==> src/rtl/sw_mode_select.sv <==
// Programming-mode selector: synchronises and debounces N_SW slide switches, then
// drives a registered one-hot mode vector, deferring changes while downstream is busy.
module sw_mode_select #(
  parameter int N_SW       = 3,
  parameter int DEB_CYCLES = 4,
  parameter int CNT_W      = 16
) (
  input  logic            clk,
  input  logic            reset,
  input  logic [N_SW-1:0] sw,
  input  logic            busy,
  output logic [N_SW-1:0] prog,
  output logic            mode_chg,
  output logic            conflict,
  output logic            pending
);

  localparam int POP_W = $clog2(N_SW + 1);

  typedef enum logic {
    ST_STABLE  = 1'b0,
    ST_PENDING = 1'b1
  } state_t;

  logic [N_SW-1:0] sync1_q;
  logic [N_SW-1:0] sync2_q;
  logic [N_SW-1:0] deb_q;
  logic [N_SW-1:0] deb_d;
  logic [N_SW-1:0] prog_q;
  logic [N_SW-1:0] prog_d;
  logic            mode_chg_q;
  logic            mode_chg_d;
  logic            conflict_q;
  logic            conflict_d;
  state_t          state_q;
  state_t          state_d;
  logic [POP_W-1:0] ones;
  logic [N_SW-1:0] target;

  always_ff @(posedge clk or posedge reset) begin
    if (reset) begin
      sync1_q <= '0;
      sync2_q <= '0;
    end else begin
      sync1_q <= sw;
      sync2_q <= sync1_q;
    end
  end

  // A level is accepted only after differing from the debounced value on
  // DEB_CYCLES consecutive edges; any return to the old value restarts the count.
  genvar gi;
  generate
    for (gi = 0; gi < N_SW; gi++) begin : g_deb
      logic [CNT_W-1:0] cnt_q;
      logic [CNT_W-1:0] cnt_d;

      always_comb begin
        cnt_d     = cnt_q;
        deb_d[gi] = deb_q[gi];
        if (sync2_q[gi] == deb_q[gi]) begin
          cnt_d = '0;
        end else if (cnt_q == CNT_W'(DEB_CYCLES - 1)) begin
          deb_d[gi] = sync2_q[gi];
          cnt_d     = '0;
        end else begin
          cnt_d = cnt_q + 1'b1;
        end
      end

      always_ff @(posedge clk or posedge reset) begin
        if (reset) begin
          cnt_q <= '0;
        end else begin
          cnt_q <= cnt_d;
        end
      end
    end
  endgenerate

  always_ff @(posedge clk or posedge reset) begin
    if (reset) begin
      deb_q <= '0;
    end else begin
      deb_q <= deb_d;
    end
  end

  always_comb begin
    ones = '0;
    for (int i = 0; i < N_SW; i++) begin
      ones = ones + POP_W'(deb_q[i]);
    end
  end

  // No priority encoding: anything other than exactly one switch means "no mode".
  assign target     = (ones == POP_W'(1)) ? deb_q : '0;
  assign conflict_d = (ones >= POP_W'(2));

  always_comb begin
    state_d    = state_q;
    prog_d     = prog_q;
    mode_chg_d = 1'b0;
    if (state_q == ST_STABLE) begin
      if (target != prog_q) begin
        if (busy) begin
          state_d = ST_PENDING;
        end else begin
          prog_d     = target;
          mode_chg_d = 1'b1;
        end
      end
    end else begin
      // Held changes resolve against whatever the target is when busy drops.
      if (!busy) begin
        state_d = ST_STABLE;
        if (target != prog_q) begin
          prog_d     = target;
          mode_chg_d = 1'b1;
        end
      end
    end
  end

  always_ff @(posedge clk or posedge reset) begin
    if (reset) begin
      state_q    <= ST_STABLE;
      prog_q     <= '0;
      mode_chg_q <= 1'b0;
      conflict_q <= 1'b0;
    end else begin
      state_q    <= state_d;
      prog_q     <= prog_d;
      mode_chg_q <= mode_chg_d;
      conflict_q <= conflict_d;
    end
  end

  assign prog     = prog_q;
  assign mode_chg = mode_chg_q;
  assign conflict = conflict_q;
  assign pending  = (state_q == ST_PENDING);

endmodule

==> config.mk <==
export PLATFORM = sky130hd
export DESIGN_NAME = sw_mode_select
export DESIGN_NICKNAME = d
export VERILOG_FILES = /design/src/rtl/sw_mode_select.sv
export SDC_FILE = /design/constraint.sdc
export NUM_CORES = 1
export LEC_CHECK = 0
export ABC_AREA = 1
export BUFFER_PORTS_ARGS = -buffer_cell sky130_fd_sc_hd__buf_4
export CAP_MARGIN = 20
export CORE_ASPECT_RATIO = 1.75
export CORE_MARGIN = 4
export CORE_UTILIZATION = 50
export DETAILED_ROUTE_END_ITERATION = 10
export MAX_ROUTING_LAYER = met4
export PLACE_DENSITY = 0.74
export REMOVE_ABC_BUFFERS = 1
export SETUP_SLACK_MARGIN = 0.5
export SYNTH_ARGS = -nofsm -noshare
export SYNTH_HDL_FRONTEND = slang
export SYNTH_SLANG_ARGS = --single-unit
==> constraint.sdc <==
create_clock -name clk -period 1.9 [get_ports clk]
set_clock_uncertainty 0.05 [all_clocks]
set_input_delay 0.285 -clock clk [delete_from_list [all_inputs] [get_ports clk]]
set_output_delay 0.285 -clock clk [all_outputs]
set_load 0.1 [all_outputs]
==> impl_metrics.json <==
{
  "cp_top_family": "adder cells",
  "synth_seq_cells": 63,
  "holdWs_ns": 0.133,
  "drive_above_1_share": 0.148,
  "tightest_slew_ns": 0.328,
  "grtUsageTotal": 0.192,
  "rsz0062_at_grt": "true",
  "insertion_delay_ns": 0.34,
  "clock-sinks": 63,
  "portBuffers": 11,
  "worstReg2RegEnd": "pending$_DFF_PP0_",
  "overflow": 0,
  "n_antenna_cell": 0,
  "wl_per_cell_um": 12.2,
  "regArea_sq_mm": 0.00158,
  "nNetsFinal": 471,
  "drcViolationCount": 0,
  "min-delay-start": "busy",
  "switchingPower_w": 0.00184,
  "pwr-share-clk": 0.311,
  "cts_buffers": 9,
  "grt_pass1_wl_mm": 11.8,
  "grt_pass1_vias": 2818,
  "cp-startpoint": "deb_q[1]$_DFFE_PP0P_",
  "whs_path_depth": 2,
  "firstDrtPassIters": 4,
  "wl_mm": 6.65,
  "hold_viol_final": 0,
  "post-route-util": 0.623,
  "critPathCaptureType": "flop",
  "dieArea_sq_mm": 0.00795,
  "cp.buffers_inverters": 2,
  "setup_viol": 0,
  "crit_required_ns": 2.08,
  "r2r_start": "deb_q[1]$_DFFE_PP0P_",
  "drt_iter0_markers": 176,
  "path_clk_slew_ns": 0.07,
  "max_stage_delay_ns": 0.59,
  "via_per_inst": 5.08,
  "power.leakage_nw": 1.69,
  "power.share.switching": 0.377,
  "die_y_um": 115,
  "synthesis.area_sq_mm": 0.00327,
  "cts_tree": "yes",
  "syn_inst": 431,
  "worst_setup_path_start_kind": "flop",
  "p_per_area_mw_per_mm2": 1240,
  "antenna_found_initial": 0,
  "dr_total_vias": 2774,
  "slew_violations": 0,
  "maxSlewHeadroom": 0.781,
  "holdPathEnd": "prog[0]$_DFFE_PP0P_",
  "core_sq_mm": 0.00628,
  "yosysTopAreaCellShare": 0.482,
  "worstSetupPathType": "reg2reg",
  "num_rows": 38,
  "rrSetupSlack_ns": 0.27,
  "io_pins": 12,
  "status": "complete, no violations",
  "start_util": 0.521,
  "synth_area_leaders": "dfrtp_1 (48%), nor2_1 (12%), nand2_1 (12%)",
  "yosysWarningCount": 0,
  "hpwlAfterDp_mm": 4.80,
  "p_int_w": 0.00303,
  "synth_cell_types": 24,
  "die_x_um": 69.2,
  "cts.htree.levels": 3,
  "nFillCells": 552,
  "grt_max_degree": 64,
  "period_needed_ns": 1.63,
  "hold_path_class": "in2reg",
  "cp_max_fo": 6,
  "synth_largest_area_cell": "dfrtp_1",
  "dp_cells": 522,
  "fin_crit_sh": 0.858,
  "gp_congestion": 0.847,
  "cap_violations": 0,
  "r2r_cells": 9,
  "multi_input_area_sq_mm": 0.00157,
  "arrival_ns": 1.81,
  "root_buffer": "clkbuf_8",
  "max_freq_mhz": 614,
  "cts_buffer_depth": 2,
  "vdd_drop_max_mv": 1.35,
  "syn2layout_area_growth_pct": 19.6,
  "fin_cells": 546,
  "comb_power_share": 0.346,
  "synth.avg_cell_area_sq_um": 7.59,
  "antenna_left": 0,
  "path_cells": "inv_2 > fa_2 > inv_4 > nand3_2 > nand2_1 > nand2_1 > nand3_2 > nor2_2 > nor2_1",
  "yosysSeqAreaShare": 0.482,
  "cp_slowest_cell": "fa_2",
  "seqPwrFrac": 0.343
}
per-stage QoR:
step                worst slack (ns)  setup TNS, ns  area, sq um  total power, W
CTS                            0.280              0         3810         0.00473
floorplan                   -0.00475         -0.299         3240         0.00269
detailed placement             0.154              0         3460         0.00305
global route                   0.213              0         3910         0.00515
finish                         0.270              0         3910         0.00487
global placement               0.208              0         3460         0.00301
worst max-delay path by stage:
stage | end | slack (ns) | depth (start not counted)
3_3_place_gp | pending$_DFF_PP0_ | 0.21 | 9
5_1_grt | pending$_DFF_PP0_ | 0.21 | 9
2_1_floorplan | conflict$_DFF_PP0_ | -0.005 | 1
6_report | pending$_DFF_PP0_ | 0.27 | 9
4_1_cts | pending$_DFF_PP0_ | 0.28 | 9
3_5_place_dp | pending$_DFF_PP0_ | 0.15 | 9
worst register-to-register path: stages (launching register included):
cell and delay, ns:
dfrtp_1 0.36, inv_2 0.05, fa_2 0.59, inv_4 0.06
nand3_2 0.06, nand2_1 0.06, nand2_1 0.09, nand3_2 0.10
nor2_2 0.09, nor2_1 0.04
cells in the mapped netlist (all sizes together):
master    n
nor2    110
nand2   108
dfrtp    63
inv      51
nand3    29
nor3     14
xor2     13
a21oi     9
o21ai     8
xnor2     8
nand4     5
and2      3
buf       3
ha        3
nor3b     2
fa        1
o21bai    1
layout by cell type, fill, tap and decap left out, types with 5 or more instances in the layout:
master,count
nand2_1,103
nor2_1,100
dfrtp_1,62
inv_1,43
nand3_1,25
buf_4,14
xor2_1,12
nor3_1,11
a21oi_1,9
clkbuf_8,9
xnor2_1,8
nor2_2,7
inv_2,7
o21ai_0,5
nand2_2,5
nand4_1,5
per-layer routing:
layer,vias up,wire [um],global-route usage,part of all wire
met5,-,0,-,0
met4,0,168,0.103,0.025
met3,13,193,0.0420,0.029
met2,50,3670,0.349,0.55
met1,1313,2620,0.187,0.39
li1,1398,-,-,-
final cells by class:
type                            instances  share of cell area
Clock buffer                           10              0.0326
Clock inverter                          6              0.0339
Inverter                               51              0.0496
Tap cell                               80              0.0256
Sequential cell                        63               0.403
Timing Repair Buffer                   22              0.0528
Multi-Input combinational cell        314               0.402
cell families (layout without fill, tap and decap cells):
family | after synthesis | after routing | share of synthesized area
and+or+nand+nor | 271 | 271 | 0.349
AOI/OAI and AO/OA | 18 | 18 | 0.0283
xor gates and xnor gates | 21 | 21 | 0.0562
DFF | 63 | 63 | 0.482
buffers and inverters | 54 | 89 | 0.0669
adders and majority gates | 4 | 4 | 0.0176
sequential cells by signal, indices dropped and copies added, names as in the netlist:
name	flops
conflict	1
deb_q	3
g_deb.cnt_q	48
mode_chg	1
pending	1
prog	3
sync1_q	3
sync2_q	3
power by group through the flow:
stage,Sequential [W],Clock [W],Combinational [W]
finish,0.00167,0.00151,0.00169
global route,0.00169,0.00163,0.00183
CTS,0.00164,0.00156,0.00153
detailed placement,0.00167,0,0.00138
global placement,0.00166,0,0.00134
floorplan,0.00205,0,0.000639
what timing repair did:
action	in CTS	in global routing
pin swaps	4	3
buffers inserted	2	2
gates resized for setup	13	24
hold buffers	4	0
endpoints found under the setup margin	11	36
hold endpoints to repair	66	0
No activity file was read; power rests on OpenSTA's default activity.
